[config.mk]
export PLATFORM = sky130hd
export DESIGN_NAME = mem_arbiter_flat
export DESIGN_NICKNAME = d
export VERILOG_FILES = /design/src/rtl/mem_arbiter_if.sv /design/src/rtl/mem_arbiter.sv /design/src/flat_wrapper.sv
export SDC_FILE = /design/constraint.sdc
export NUM_CORES = 1
export LEC_CHECK = 0
export ABC_AREA = 1
export ABC_CLOCK_PERIOD_IN_PS = 4000
export BUFFER_PORTS_ARGS = -buffer_cell sky130_fd_sc_hd__buf_2
export CORE_MARGIN = 4
export CORE_UTILIZATION = 46
export CTS_CLUSTER_SIZE = 16
export DETAILED_ROUTE_END_ITERATION = 10
export PLACE_DENSITY = 0.86
export SLEW_MARGIN = 20
export SYNTH_ARGS = -nofsm -noshare
export SYNTH_HDL_FRONTEND = slang
export SYNTH_SLANG_ARGS = --single-unit
[constraint.sdc]
create_clock -name Clock -period 4 [get_ports Clock]
set_input_delay 0.4 -clock Clock [delete_from_list [all_inputs] [get_ports Clock]]
set_output_delay 0.4 -clock Clock [all_outputs]
set_load 0.005 [all_outputs]
[src/rtl/mem_arbiter_if.sv]
// mem_arbiter_if: groups the two requester ports and the memory port of the
// arbiter.
//   Cpu_* / Dev_* : request, address, write flag and write data in; ack,
//                   read-valid and read data out
//   Mem_*         : registered address, write enable and write data out;
//                   read data in
//   Busy          : arbiter is in its access cycle
// Modports:
//   slave  - the arbiter side
//   master - the requester/memory environment side
interface mem_arbiter_if #(
  parameter int ADDR_W = 16,
  parameter int DATA_W = 16
);
  logic              Cpu_Req;
  logic [ADDR_W-1:0] Cpu_Addr;
  logic              Cpu_Write;
  logic [DATA_W-1:0] Cpu_WData;
  logic              Cpu_Ack;
  logic              Cpu_RValid;
  logic [DATA_W-1:0] Cpu_RData;

  logic              Dev_Req;
  logic [ADDR_W-1:0] Dev_Addr;
  logic              Dev_Write;
  logic [DATA_W-1:0] Dev_WData;
  logic              Dev_Ack;
  logic              Dev_RValid;
  logic [DATA_W-1:0] Dev_RData;

  logic [ADDR_W-1:0] Mem_Addr;
  logic              Mem_Write;
  logic [DATA_W-1:0] Mem_WData;
  logic [DATA_W-1:0] Mem_RData;
  logic              Busy;

  modport slave (
    input  Cpu_Req, Cpu_Addr, Cpu_Write, Cpu_WData,
    output Cpu_Ack, Cpu_RValid, Cpu_RData,
    input  Dev_Req, Dev_Addr, Dev_Write, Dev_WData,
    output Dev_Ack, Dev_RValid, Dev_RData,
    output Mem_Addr, Mem_Write, Mem_WData,
    input  Mem_RData,
    output Busy
  );

  modport master (
    output Cpu_Req, Cpu_Addr, Cpu_Write, Cpu_WData,
    input  Cpu_Ack, Cpu_RValid, Cpu_RData,
    output Dev_Req, Dev_Addr, Dev_Write, Dev_WData,
    input  Dev_Ack, Dev_RValid, Dev_RData,
    input  Mem_Addr, Mem_Write, Mem_WData,
    output Mem_RData,
    input  Busy
  );
endinterface

[src/rtl/mem_arbiter.sv]
// mem_arbiter: shares one synchronous memory port between the CPU
// (requester 0) and a peripheral bus master (requester 1).
//
// Ports:
//   Clock - rising-edge clock
//   Reset - synchronous, active-high reset
//   bus   - mem_arbiter_if.slave (requester groups, memory port, Busy)
//
// Operation: an IDLE cycle arbitrates and registers the winner onto Mem_*;
// the following ACCESS cycle carries the owner's Ack and Mem_Write, then the
// arbiter returns to IDLE (one access per two cycles). Reads are tagged with
// the owner in a READ_LAT-deep pipeline so the returning Mem_RData is
// steered to the correct requester.
//
// Build option: MEM_ARB_RR_EN
//   undefined - fixed priority to the CPU, with a starvation counter that
//               hands the grant to the device after STARVE_LIMIT lost
//               arbitrations in a row
//   defined   - round-robin on simultaneous requests, CPU favoured first
//               after reset; no starvation counter
module mem_arbiter #(
  parameter int ADDR_W       = 16,
  parameter int DATA_W       = 16,
  parameter int READ_LAT     = 1,
  parameter int STARVE_LIMIT = 4
) (
  input logic          Clock,
  input logic          Reset,
  mem_arbiter_if.slave bus
);

  typedef enum logic {IDLE = 1'b0, ACCESS = 1'b1} state_t;

  state_t            state_reg;
  logic              owner_reg;      // 1 = device owns the current access
  logic [ADDR_W-1:0] mem_addr_reg;
  logic              mem_write_reg;
  logic [DATA_W-1:0] mem_wdata_reg;
  logic              cpu_ack_reg;
  logic              dev_ack_reg;
  logic              busy_reg;

  logic              any_req;
  logic              grant_dev;

  // Read-return tag pipeline: stage READ_LAT-1 lines up with Mem_RData.
  logic [READ_LAT-1:0] rd_valid_reg;
  logic [READ_LAT-1:0] rd_owner_reg;

`ifdef MEM_ARB_RR_EN
  logic last_dev_reg;                // 1 = device got the most recent grant
`else
  localparam int CNT_W = $clog2(STARVE_LIMIT + 1);
  localparam logic [CNT_W-1:0] STARVE_MAX = CNT_W'(STARVE_LIMIT);
  logic [CNT_W-1:0] starve_cnt_reg;
`endif

  always_comb begin
    any_req   = bus.Cpu_Req | bus.Dev_Req;
    grant_dev = 1'b0;
    if (bus.Dev_Req) begin
      if (!bus.Cpu_Req) begin
        grant_dev = 1'b1;
      end else begin
`ifdef MEM_ARB_RR_EN
        grant_dev = ~last_dev_reg;
`else
        grant_dev = (starve_cnt_reg == STARVE_MAX);
`endif
      end
    end
  end

  always_ff @(posedge Clock) begin
    if (Reset) begin
      state_reg     <= IDLE;
      owner_reg     <= 1'b0;
      mem_addr_reg  <= '0;
      mem_write_reg <= 1'b0;
      mem_wdata_reg <= '0;
      cpu_ack_reg   <= 1'b0;
      dev_ack_reg   <= 1'b0;
      busy_reg      <= 1'b0;
`ifdef MEM_ARB_RR_EN
      // Pretend the device was served last so the CPU wins the first tie.
      last_dev_reg  <= 1'b1;
`else
      starve_cnt_reg <= '0;
`endif
    end else begin
      // Ack and write enable are single-cycle pulses of the ACCESS cycle.
      cpu_ack_reg   <= 1'b0;
      dev_ack_reg   <= 1'b0;
      mem_write_reg <= 1'b0;
      case (state_reg)
        IDLE: begin
          if (any_req) begin
            state_reg   <= ACCESS;
            busy_reg    <= 1'b1;
            owner_reg   <= grant_dev;
            cpu_ack_reg <= ~grant_dev;
            dev_ack_reg <= grant_dev;
            if (grant_dev) begin
              mem_addr_reg  <= bus.Dev_Addr;
              mem_write_reg <= bus.Dev_Write;
              mem_wdata_reg <= bus.Dev_WData;
            end else begin
              mem_addr_reg  <= bus.Cpu_Addr;
              mem_write_reg <= bus.Cpu_Write;
              mem_wdata_reg <= bus.Cpu_WData;
            end
`ifdef MEM_ARB_RR_EN
            last_dev_reg <= grant_dev;
`else
            if (grant_dev) begin
              starve_cnt_reg <= '0;
            end else if (bus.Dev_Req && (starve_cnt_reg != STARVE_MAX)) begin
              starve_cnt_reg <= starve_cnt_reg + 1'b1;
            end
`endif
          end
        end
        ACCESS: begin
          state_reg <= IDLE;
          busy_reg  <= 1'b0;
        end
        default: begin
          state_reg <= IDLE;
          busy_reg  <= 1'b0;
        end
      endcase
    end
  end

  // A read enters the tag pipeline during its ACCESS cycle, so stage k is
  // visible k+1 cycles after the address first appears on Mem_Addr.
  always_ff @(posedge Clock) begin
    if (Reset) begin
      rd_valid_reg <= '0;
      rd_owner_reg <= '0;
    end else begin
      rd_valid_reg[0] <= (state_reg == ACCESS) && !mem_write_reg;
      rd_owner_reg[0] <= owner_reg;
      for (int i = READ_LAT - 1; i > 0; i--) begin
        rd_valid_reg[i] <= rd_valid_reg[i-1];
        rd_owner_reg[i] <= rd_owner_reg[i-1];
      end
    end
  end

  assign bus.Mem_Addr   = mem_addr_reg;
  assign bus.Mem_Write  = mem_write_reg;
  assign bus.Mem_WData  = mem_wdata_reg;
  assign bus.Busy       = busy_reg;
  assign bus.Cpu_Ack    = cpu_ack_reg;
  assign bus.Dev_Ack    = dev_ack_reg;
  assign bus.Cpu_RValid = rd_valid_reg[READ_LAT-1] & ~rd_owner_reg[READ_LAT-1];
  assign bus.Dev_RValid = rd_valid_reg[READ_LAT-1] &  rd_owner_reg[READ_LAT-1];
  assign bus.Cpu_RData  = bus.Mem_RData;
  assign bus.Dev_RData  = bus.Mem_RData;

endmodule

[src/flat_wrapper.sv]
// flat-port wrapper written by rule: the top's interface ports become plain ports
module mem_arbiter_flat 
#(
  parameter int ADDR_W       = 16,
  parameter int DATA_W       = 16,
  parameter int READ_LAT     = 1,
  parameter int STARVE_LIMIT = 4
)
  (Clock, Reset, bus_Cpu_Req, bus_Cpu_Addr, bus_Cpu_Write, bus_Cpu_WData, bus_Cpu_Ack, bus_Cpu_RValid, bus_Cpu_RData, bus_Dev_Req, bus_Dev_Addr, bus_Dev_Write, bus_Dev_WData, bus_Dev_Ack, bus_Dev_RValid, bus_Dev_RData, bus_Mem_Addr, bus_Mem_Write, bus_Mem_WData, bus_Mem_RData, bus_Busy);
  mem_arbiter_if #(.ADDR_W(ADDR_W), .DATA_W(DATA_W)) bus_i ();
  input logic Clock;
  input logic Reset;
  input wire logic [$bits(bus_i.Cpu_Req)-1:0] bus_Cpu_Req;
  input wire logic [$bits(bus_i.Cpu_Addr)-1:0] bus_Cpu_Addr;
  input wire logic [$bits(bus_i.Cpu_Write)-1:0] bus_Cpu_Write;
  input wire logic [$bits(bus_i.Cpu_WData)-1:0] bus_Cpu_WData;
  output wire logic [$bits(bus_i.Cpu_Ack)-1:0] bus_Cpu_Ack;
  output wire logic [$bits(bus_i.Cpu_RValid)-1:0] bus_Cpu_RValid;
  output wire logic [$bits(bus_i.Cpu_RData)-1:0] bus_Cpu_RData;
  input wire logic [$bits(bus_i.Dev_Req)-1:0] bus_Dev_Req;
  input wire logic [$bits(bus_i.Dev_Addr)-1:0] bus_Dev_Addr;
  input wire logic [$bits(bus_i.Dev_Write)-1:0] bus_Dev_Write;
  input wire logic [$bits(bus_i.Dev_WData)-1:0] bus_Dev_WData;
  output wire logic [$bits(bus_i.Dev_Ack)-1:0] bus_Dev_Ack;
  output wire logic [$bits(bus_i.Dev_RValid)-1:0] bus_Dev_RValid;
  output wire logic [$bits(bus_i.Dev_RData)-1:0] bus_Dev_RData;
  output wire logic [$bits(bus_i.Mem_Addr)-1:0] bus_Mem_Addr;
  output wire logic [$bits(bus_i.Mem_Write)-1:0] bus_Mem_Write;
  output wire logic [$bits(bus_i.Mem_WData)-1:0] bus_Mem_WData;
  input wire logic [$bits(bus_i.Mem_RData)-1:0] bus_Mem_RData;
  output wire logic [$bits(bus_i.Busy)-1:0] bus_Busy;
  assign bus_i.Cpu_Req = bus_Cpu_Req;
  assign bus_i.Cpu_Addr = bus_Cpu_Addr;
  assign bus_i.Cpu_Write = bus_Cpu_Write;
  assign bus_i.Cpu_WData = bus_Cpu_WData;
  assign bus_Cpu_Ack = bus_i.Cpu_Ack;
  assign bus_Cpu_RValid = bus_i.Cpu_RValid;
  assign bus_Cpu_RData = bus_i.Cpu_RData;
  assign bus_i.Dev_Req = bus_Dev_Req;
  assign bus_i.Dev_Addr = bus_Dev_Addr;
  assign bus_i.Dev_Write = bus_Dev_Write;
  assign bus_i.Dev_WData = bus_Dev_WData;
  assign bus_Dev_Ack = bus_i.Dev_Ack;
  assign bus_Dev_RValid = bus_i.Dev_RValid;
  assign bus_Dev_RData = bus_i.Dev_RData;
  assign bus_Mem_Addr = bus_i.Mem_Addr;
  assign bus_Mem_Write = bus_i.Mem_Write;
  assign bus_Mem_WData = bus_i.Mem_WData;
  assign bus_i.Mem_RData = bus_Mem_RData;
  assign bus_Busy = bus_i.Busy;
  mem_arbiter #(.ADDR_W(ADDR_W), .DATA_W(DATA_W), .READ_LAT(READ_LAT), .STARVE_LIMIT(STARVE_LIMIT)) u_core (.Clock(Clock), .Reset(Reset), .bus(bus_i));
endmodule
==> results of run 1 <==
logic make-up after synthesis:
family,count (synthesis)
buffers and inverters,100
AOI/OAI and AO/OA,69
and+or+nand+nor,155
adders and majority gates,2
DFF,43
layout make-up:
cell class | instances | area [um^2] | share of cell area
clock buffer | 6 | 72.6 | 0.0264
sequential | 43 | 861 | 0.313
multi-input combinational | 226 | 1020 | 0.369
timing repair buffer | 109 | 551 | 0.200
inverter | 44 | 165 | 0.0600
tap | 70 | 87.6 | 0.0318
worst min path at each step:
| stage | startpoint | end | slack [ns] | cells past startpoint |
|---|---|---|---|---|
| 2_1_floorplan | u_core.owner_reg$_SDFFE_PP0P_ | u_core.rd_owner_reg$_SDFF_PP0_ | 0.41 | 2 |
| 3_3_place_gp | u_core.bus.Mem_Write$_SDFF_PP0_ | u_core.rd_valid_reg$_SDFF_PP0_ | 0.42 | 1 |
| 3_5_place_dp | u_core.bus.Mem_Write$_SDFF_PP0_ | u_core.rd_valid_reg$_SDFF_PP0_ | 0.43 | 1 |
| 4_1_cts | bus_Cpu_Write | u_core.bus.Mem_Write$_SDFF_PP0_ | 0.29 | 3 |
| 5_1_grt | bus_Cpu_Write | u_core.bus.Mem_Write$_SDFF_PP0_ | 0.30 | 3 |
| 6_report | bus_Cpu_Write | u_core.bus.Mem_Write$_SDFF_PP0_ | 0.30 | 3 |
placed cells by master, fill, tap and decap left out:
cell type,n
inv_1,42
nor3_1,1
dfxtp_1,43
clkbuf_1,1
o21ai_0,10
inv_2,2
nor2_1,72
ha_1,2
nand3b_1,1
buf_2,107
o22ai_1,1
nand2_1,46
buf_4,2
nor2_2,1
nor2_4,1
o21ai_1,24
a21oi_1,34
clkbuf_8,5
nand3_1,32
nand2_4,1
stage by stage:
step / hold slack (ns) / utilization / power [W] / setup slack [ns]
final: 0.301 / 0.539 / 0.000940 / 2.22
after global placement: 0.423 / 0.524 / 0.000698 / 2.03
after detailed placement: 0.426 / 0.524 / 0.000703 / 1.95
after global routing: 0.300 / 0.539 / 0.00101 / 2.00
after CTS: 0.291 / 0.538 / 0.000954 / 1.93
after floorplan: 0.409 / - / 0.000652 / 2.69
critical path: stages (launching register included):
cell and delay (ns):
dfxtp_1 0.36, nor2_4 0.69, buf_4 0.39, nand2_1 0.08, nor2_1 0.09, nor2_1 0.05
per-layer routing:
| layer | share of wire | GRT usage |
|---|---|---|
| met1 | 0.44 | 0.186 |
| met5 | 0 | 0 |
| met2 | 0.46 | 0.290 |
| met4 | 0.018 | 0.0676 |
| met3 | 0.084 | 0.0583 |
power groups by stage:
stage | Clock [W] | Sequential, W | Combinational (W)
3_3_place_gp | 0 | 0.000494 | 0.000204
2_1_floorplan | 0 | 0.000496 | 0.000156
4_1_cts | 0.000260 | 0.000485 | 0.000210
5_1_grt | 0.000278 | 0.000490 | 0.000240
6_report | 0.000248 | 0.000485 | 0.000207
3_5_place_dp | 0 | 0.000494 | 0.000209
==> results_dict.tcl, run 1 <==
set metrics [dict create \
    powerDensity_mw_per_mm2 341 \
    ys_warn_count 0 \
    switchingPower_w 0.000266 \
    synthTopCellsByCount "nor2_1 (72), nand2_1 (47), dfxtp_1 (43)" \
    fmax_mhz 563 \
    drive_above_1_share 0.278 \
    n_antenna_cell 0 \
    synth_xor_area_frac 0 \
    synthesis.area_mm2 0.00243 \
    r2r-start "u_core.state_reg$_SDFF_PP0_" \
    antenna_found_initial 0 \
    core_mm2 0.00511 \
    r2r-end "u_core.bus.Mem_Addr[1]$_SDFFE_PP0P_" \
    grt_use_total 0.167 \
    period_needed_ns 1.78 \
    final_area_mm2 0.00275 \
    synth.area.top_cells "dfxtp_1 (35%), buf_4 (11%), nor2_1 (11%)" \
    via_count 2318 \
    dr.pass1.iters 4 \
    ant_nets 0 \
    rsz0062_at_grt "no" \
    hold_class "in2reg" \
    relSlewSlack 0.427 \
    p_clk_frac 0.264 \
    gp_congestion 0.807 \
    area_growth_pct 13.5 \
    final.setup.tns_ns 0 \
    endpoint "u_core.bus.Mem_Addr[1]$_SDFFE_PP0P_" \
    yosysMostFrequentCell "nor2_1" \
    cp_max_fo 43 \
    synthMuxAreaShare 0 \
    overflow 0 \
    end_kind "register" \
    internal-power_w 0.000674 \
    synth_fp_nets 457 \
    synth_compound_area_frac 0.143 \
    cts_resized 0 \
    ir_worst_vdd_uv 208 \
    layout.nets 517 \
    initial_core_util 0.475 \
    post_cts_buffers 0 \
    numCtsBuffers 5 \
    insertion_delay_ns 0.28 \
    timing.reg2reg.setup_slack_ns 2.22 \
    crit_type "reg2reg" \
    synth_seq_cells 43 \
    synth_edf_count 0 \
    p_sw_frac 0.283 \
    clkSlewWorstSetupHoldPaths_ns 0.08 \
    yosys.area.top_type_share 0.355 \
    yosys.area_share.simple 0.260 \
    synth_top_family_by_area "simple AND/OR/NAND/NOR gates" \
    finalNonFillerCells 498 \
    hold_viol 0 \
    cp.required_ns 4.18 \
    cp.arrival_ns 1.96 \
    cp-startpoint "u_core.state_reg$_SDFF_PP0_" \
    hpwl_um 3740 \
    async_flop_share 0 \
    drt-initial-drc-count 94 \
    cts.sinks 43 \
    drv_slew 0 \
    status "completed" \
    drt_wl_total_um 5290 \
    fin_crit_sh 0.444 \
    seqPwrFrac 0.516 \
    ff2ff_path_depth 5 \
    ys_types 18 \
    viasPerCell 4.65 \
    yosysSeqAreaShare 0.355 \
    die_x_um 80.6 \
    cts_root_buf "clkbuf_8" \
    pin_count 156 \
    avgSynthCellArea_um2 6.57 \
    fillers 513 \
    cap_viol_max_count 0 \
    grt_pass1_vias 1980 \
    post_synth_inst_count 369 \
    grt_start_max_net_pins 67 \
    worst_slew_pin_slew_ns 0.858 \
    place_area_mm2 0.00268 \
    die_y_um 80.6 \
    dp_cells 492 \
    skew_ns 0.00607 \
    port_buffers 107 \
    synth_flop_cell "dfxtp_1" \
    drcViolationCount 0 \
    die_area_mm2 0.00650 \
    grt_pass1_wl_um 8590 \
    p_leak_nw 1.53 \
    clockBufferDepth 2 \
    postCtsHoldBufs 0 \
    setup.worst_path.start_class "register" \
    combPwrFrac 0.220 \
    cts_htree_levels 2 \
    finalSetupViolCount 0 \
    cts_tree "built" \
    synthAdderAreaFrac 0.0103 \
    wire_per_inst_um 10.6 \
    rows 26 \
    synth_largest_area_cell "dfxtp_1" \
]
No activity file was read; power rests on OpenSTA's default activity.
==> inputs of run 2 (changes only) <==
--- a/config.mk
+++ b/config.mk
@@ -5,14 +5,14 @@
 export SDC_FILE = /design/constraint.sdc
 export NUM_CORES = 1
 export LEC_CHECK = 0
-export ABC_AREA = 1
-export ABC_CLOCK_PERIOD_IN_PS = 4000
+export ABC_AREA = 0
+export ABC_CLOCK_PERIOD_IN_PS = 1550
 export BUFFER_PORTS_ARGS = -buffer_cell sky130_fd_sc_hd__buf_2
 export CORE_MARGIN = 4
-export CORE_UTILIZATION = 46
+export CORE_UTILIZATION = 39
 export CTS_CLUSTER_SIZE = 16
 export DETAILED_ROUTE_END_ITERATION = 10
-export PLACE_DENSITY = 0.86
+export PLACE_DENSITY = 0.77
 export SLEW_MARGIN = 20
 export SYNTH_ARGS = -nofsm -noshare
 export SYNTH_HDL_FRONTEND = slang
==> constraint.sdc (replaced) <==
create_clock -name Clock -period 1.55 [get_ports Clock]
set_input_delay 0.155 -clock Clock [delete_from_list [all_inputs] [get_ports Clock]]
set_output_delay 0.155 -clock Clock [all_outputs]
set_load 0.005 [all_outputs]
==> results_dict.tcl, run 2 <==
set metrics [dict create \
    status "completed" \
    cp_max_fo 12 \
    hpwl_um 4840 \
    synthTopCellsByCount "dfxtp_1 (43), buf_4 (36), nor2_1 (34)" \
    via_count 2199 \
    layout.nets 421 \
    total_power_w 0.00275 \
    synth.area.top_cells "dfxtp_1 (34%), a311oi_2 (16%), buf_4 (11%)" \
    period_needed_ns 1.47 \
    gp_congestion 0.729 \
    port_buffers 107 \
    internal-power_w 0.00198 \
    core_mm2 0.00610 \
    area_growth_pct 19.4 \
    fmax_mhz 680 \
    drt_wl_total_um 6450 \
    end_kind "register" \
    grt_start_max_net_pins 37 \
    place_area_mm2 0.00288 \
    powerDensity_mw_per_mm2 916 \
    skew_ns 0.00906 \
    cts_root_buf "clkbuf_8" \
    drt-initial-drc-count 114 \
    combPwrFrac 0.238 \
    layout_commonest_cell "buf_2" \
    relSlewSlack 0.770 \
    synthesis.area_mm2 0.00251 \
    initial_core_util 0.412 \
    avgSynthCellArea_um2 9.45 \
    dr.pass1.iters 7 \
    cp.required_ns 1.75 \
    p_clk_frac 0.307 \
    synth_edf_count 0 \
    use_met1 0.179 \
    synth_fp_nets 354 \
    worst_hold_startpoint "bus_Cpu_WData[13]" \
    ys_warn_count 0 \
    grt_use_met2 0.284 \
    fin_crit_sh 0.949 \
    antenna_found_initial 0 \
    rsz0062_at_grt "no" \
    switchingPower_w 0.000764 \
    final.setup.tns_ns 0 \
    numCtsBuffers 5 \
    final_cell_mix "buf_2 (107), dfxtp_1 (42), nor2_1 (34)" \
    ant_nets 0 \
    hold_viol 0 \
    clkSlewWorstSetupHoldPaths_ns 0.07 \
    drcViolationCount 0 \
    overflow 0 \
    cts_htree_levels 2 \
    die_x_um 88.3 \
    cap_viol_max_count 0 \
    r2r-end "u_core.bus.Mem_Addr[0]$_SDFFE_PP0P_" \
    p_sw_frac 0.278 \
    drive_above_1_share 0.535 \
    ff2ff_path_depth 6 \
    n_antenna_cell 0 \
    insertion_delay_ns 0.29 \
    ys_types 33 \
    synth_flop_cell "dfxtp_1" \
    viasPerCell 5.39 \
    postCtsHoldBufs 0 \
    yosysSeqAreaShare 0.342 \
    crit_type "reg2reg" \
    drv_slew 0 \
    post_synth_inst_count 266 \
    r2r-start "u_core.starve_cnt_reg[1]$_SDFFE_PP0P_" \
    cts.sinks 43 \
    setup.worst_path.start_class "register" \
    p_leak_nw 1.27 \
    cp.arrival_ns 1.67 \
    die_y_um 88.3 \
    ir_worst_vdd_uv 463 \
    seqPwrFrac 0.455 \
    worstHoldEndpoint "u_core.bus.Mem_WData[13]$_SDFFE_PP0P_" \
    final_area_mm2 0.00300 \
    busiest_layer "met2" \
    grt_pass1_wl_um 10000 \
    grt_pass1_vias 2223 \
    pin_count 156 \
    cp-startpoint "u_core.starve_cnt_reg[1]$_SDFFE_PP0P_" \
    yosysMostFrequentCell "dfxtp_1" \
    whs_ns 0.142 \
    hold_class "in2reg" \
    clockBufferDepth 2 \
    die_area_mm2 0.00779 \
    wire_per_inst_um 15.8 \
    cts_tree "built" \
    use_met3 0.0503 \
    timing.reg2reg.setup_slack_ns 0.08 \
    synth_largest_area_cell "dfxtp_1" \
    yosys.area.top_type_share 0.342 \
    worst_slew_pin_slew_ns 0.345 \
    grt_use_total 0.164 \
    rows 28 \
    finalSetupViolCount 0 \
    synth_seq_cells 43 \
    hold-path-cell-count 3 \
    async_flop_share 0 \
]
## run 2: cell types whose count changed after synthesis, moves of 14 or more
cell,change
nand2_1,-44
inv_1,-39
nor2_1,-38
a21oi_1,-30
a311oi_2,+27
nand3_2,+14
## run 2: critical path, cell delays in order (launching register included)
cell	delay, ns
dfxtp_1	0.37
inv_1	0.06
ha_2	0.20
a21boi_4	0.20
buf_6	0.17
o21ai_0	0.10
a311oi_2	0.27
## run 2: how the worst max path moves through the flow
stage                                                      end  slack, ns
after floorplan                  u_core.owner_reg$_SDFFE_PP0P_       0.12
after CTS                  u_core.bus.Mem_Addr[0]$_SDFFE_PP0P_     0.0004
final                      u_core.bus.Mem_Addr[0]$_SDFFE_PP0P_       0.08
after global routing      u_core.bus.Mem_WData[7]$_SDFFE_PP0P_       0.01
after global placement     u_core.bus.Mem_Addr[3]$_SDFFE_PP0P_       0.08
after detailed placement   u_core.bus.Mem_Addr[0]$_SDFFE_PP0P_       0.01
## run 2: area by class of cell
cell class                      count  area [um^2]
Timing Repair Buffer              118          709
Tap cell                           75         93.8
Inverter                            4         15.0
Multi-Input combinational cell    161         1220
Fill cell                         595         3090
Clock inverter                      1         30.0
Sequential cell                    43          862
Clock buffer                        6         72.6
## run 2: cell families (layout without fill, tap and decap cells)
| group | Yosys count | after routing | share of synthesized area |
|---|---|---|---|
| simple gates | 84 | 84 | 0.183 |
| fa+ha+maj | 2 | 2 | 0.00995 |
| flops | 43 | 43 | 0.342 |
| buf+inv | 62 | 129 | 0.179 |
| compound gates | 75 | 75 | 0.286 |
## run 2: stage by stage
stage | instances | setup slack (ns) | util
3_3_place_gp | 401 | 0.0785 | 0.472
5_1_grt | 408 | 0.0142 | 0.492
6_report | 408 | 0.0794 | 0.492
2_1_floorplan | 266 | 0.116 | -
4_1_cts | 408 | 0.000392 | 0.489
3_5_place_dp | 401 | 0.0106 | 0.472
## run 2: repair_timing
item                       CTS  global route
hold endpoints to repair     0             0
buffers inserted             0             0
setup endpoints to repair    0            33
resized for setup            0             6
## run 2: power groups by stage
| stage | sequential (W) | combinational [W] | clock (W) |
|---|---|---|---|
| finish | 0.00125 | 0.000654 | 0.000845 |
| global route | 0.00126 | 0.000721 | 0.000913 |
| CTS | 0.00125 | 0.000654 | 0.000870 |
| detailed placement | 0.00128 | 0.000653 | 0 |
| global placement | 0.00127 | 0.000637 | 0 |
| floorplan | 0.00128 | 0.000452 | 0 |
## run 2: metal layers
layer | routed length, um | vias to the layer above
li1 | - | 1061
met1 | 2560 | 1020
met2 | 3170 | 93
met3 | 519 | 25
met4 | 192 | 0
met5 | 0 | -
==> inputs of run 3 (changes only) <==
--- a/config.mk
+++ b/config.mk
@@ -8,7 +8,7 @@
 export ABC_AREA = 0
 export ABC_CLOCK_PERIOD_IN_PS = 1550
 export BUFFER_PORTS_ARGS = -buffer_cell sky130_fd_sc_hd__buf_2
-export CORE_MARGIN = 4
+export CORE_MARGIN = 1
 export CORE_UTILIZATION = 39
 export CTS_CLUSTER_SIZE = 16
 export DETAILED_ROUTE_END_ITERATION = 10
==> results_dict.tcl, run 3 (same netlist as run 2, synthesis figures left out) <==
set metrics [dict create \
    status "completed" \
    area_growth_pct 21.3 \
    setup.worst_path.start_class "register" \
    period_needed_ns 1.47 \
    p_leak_nw 1.29 \
    die_area_mm2 0.00677 \
    use_met1 0.188 \
    postCtsHoldBufs 0 \
    drcViolationCount 0 \
    hpwl_um 4520 \
    worst_slew_pin_slew_ns 0.402 \
    cp_slowest_cell "dfxtp_2" \
    whs_ns 0.142 \
    powerDensity_mw_per_mm2 864 \
    hold-path-cell-count 3 \
    timing.reg2reg.setup_slack_ns 0.08 \
    grt_pass1_wl_um 9430 \
    cp_max_fo 8 \
    clkSlewWorstSetupHoldPaths_ns 0.08 \
    core_mm2 0.00606 \
    switchingPower_w 0.000756 \
    grt_use_total 0.184 \
    cts_htree_levels 2 \
    rows 28 \
    place_area_mm2 0.00289 \
    wire_per_inst_um 15.1 \
    clockBufferDepth 2 \
    worst_hold_startpoint "bus_Dev_Write" \
    cts_tree "built" \
    total_power_w 0.00263 \
    cp.arrival_ns 1.67 \
    ant_nets 0 \
    drv_slew 0 \
    pin_count 156 \
    cap_viol_max_count 0 \
    n_antenna_cell 0 \
    busiest_layer "met2" \
    port_buffers 107 \
    combPwrFrac 0.254 \
    crit_type "reg2reg" \
    cp.required_ns 1.74 \
    via_count 2201 \
    seqPwrFrac 0.475 \
    r2r-end "u_core.bus.Mem_Addr[1]$_SDFFE_PP0P_" \
    antenna_found_initial 0 \
    gp_congestion 0.714 \
    cts.sinks 43 \
    final_cell_mix "buf_2 (107), dfxtp_1 (41), nor2_1 (34)" \
    initial_core_util 0.415 \
    cts_root_buf "clkbuf_8" \
    finalSetupViolCount 0 \
    hold_class "in2reg" \
    ff2ff_path_depth 6 \
    ir_worst_vdd_uv 488 \
    fmax_mhz 678 \
    internal-power_w 0.00188 \
    drive_above_1_share 0.549 \
    dr.pass1.iters 4 \
    viasPerCell 5.34 \
    path_cells "inv_2 > ha_4 > a21boi_4 > buf_6 > o21ai_0 > a311oi_1" \
    overflow 0 \
    die_x_um 82.3 \
    die_y_um 82.3 \
    p_sw_frac 0.287 \
    relSlewSlack 0.732 \
    p_clk_frac 0.271 \
    dp_slack_ns -0.0122 \
    hold_viol 0 \
    drt_wl_total_um 6220 \
    numCtsBuffers 5 \
    fin_crit_sh 0.951 \
    grt_pass1_vias 2165 \
    layout_commonest_cell "buf_2" \
    slowest_delay_ns 0.36 \
    use_met3 0.0352 \
    r2r-start "u_core.starve_cnt_reg[0]$_SDFFE_PP0P_" \
    end_kind "register" \
    grt_use_met2 0.352 \
    insertion_delay_ns 0.29 \
    grt_start_max_net_pins 35 \
    drt-initial-drc-count 72 \
    skew_ns 0.00561 \
    setup_ws_ns 0.0761 \
    worstHoldEndpoint "u_core.bus.Mem_Write$_SDFF_PP0_" \
    layout.nets 425 \
    final_area_mm2 0.00305 \
    fin_util 0.503 \
]
-- run 3: cell types whose count changed in the layout (fill, tap and decap cells not counted), sizes merged --
cell	previous run	this run
clkinv	0	1
buf	118	121
clkbuf	6	7
bufinv	1	0
-- run 3: worst max-delay path by stage --
stage / from / to / slack, ns / depth (start not counted)
after floorplan: u_core.starve_cnt_reg[0]$_SDFFE_PP0P_ / u_core.owner_reg$_SDFFE_PP0P_ / 0.12 / 7
after global placement: u_core.starve_cnt_reg[0]$_SDFFE_PP0P_ / u_core.bus.Mem_Addr[11]$_SDFFE_PP0P_ / 0.09 / 6
after detailed placement: u_core.starve_cnt_reg[0]$_SDFFE_PP0P_ / u_core.bus.Mem_Addr[1]$_SDFFE_PP0P_ / -0.01 / 6
after CTS: u_core.starve_cnt_reg[0]$_SDFFE_PP0P_ / u_core.bus.Mem_Addr[11]$_SDFFE_PP0P_ / 0.04 / 6
after global routing: u_core.starve_cnt_reg[0]$_SDFFE_PP0P_ / u_core.bus.Mem_WData[13]$_SDFFE_PP0P_ / -0.0005 / 6
final: u_core.starve_cnt_reg[0]$_SDFFE_PP0P_ / u_core.bus.Mem_Addr[1]$_SDFFE_PP0P_ / 0.08 / 6
-- run 3: area by class of cell --
cell class / count / area (um^2)
tap: 75 / 93.8
sequential: 43 / 863
clock inverter: 1 / 5.00
fill: 555 / 3010
multi-input combinational: 161 / 1230
inverter: 4 / 15.0
clock buffer: 6 / 82.6
timing repair buffer: 122 / 761
-- run 3: repair_timing --
| action | CTS | global route |
|---|---|---|
| cloned | 0 | 2 |
| setup endpoints to repair | 13 | 23 |
| pin swaps | 1 | 4 |
| resized for setup | 3 | 6 |
| buffers inserted | 0 | 1 |
-- run 3: worst max-delay path: cells and delay by family, from the launching register on --
family                     cells  cell delay, ns
buffers and inverters          2            0.22
adders and majority gates      1            0.17
DFF                            1            0.36
AOI/OAI and AO/OA              3            0.63
-- run 3: layer usage --
layer  routed length [um]  vias to the layer above
met5                    0                        -
met4                  108                        0
met3                  387                       15
met2                 3210                       71
met1                 2510                     1044
li1                     -                     1071
-- run 3: power groups by stage --
stage | sequential (W) | combinational (W) | clock, W
finish | 0.00125 | 0.000669 | 0.000714
global route | 0.00126 | 0.000737 | 0.000789
global placement | 0.00127 | 0.000638 | 0
CTS | 0.00125 | 0.000657 | 0.000745
detailed placement | 0.00127 | 0.000654 | 0
floorplan | 0.00128 | 0.000452 | 0
-- run 3: metrics by stage --
step | cells | setup TNS [ns]
floorplan | 266 | 0
global placement | 402 | 0
detailed placement | 402 | -0.0210
CTS | 409 | 0
global route | 412 | -0.000527
finish | 412 | 0
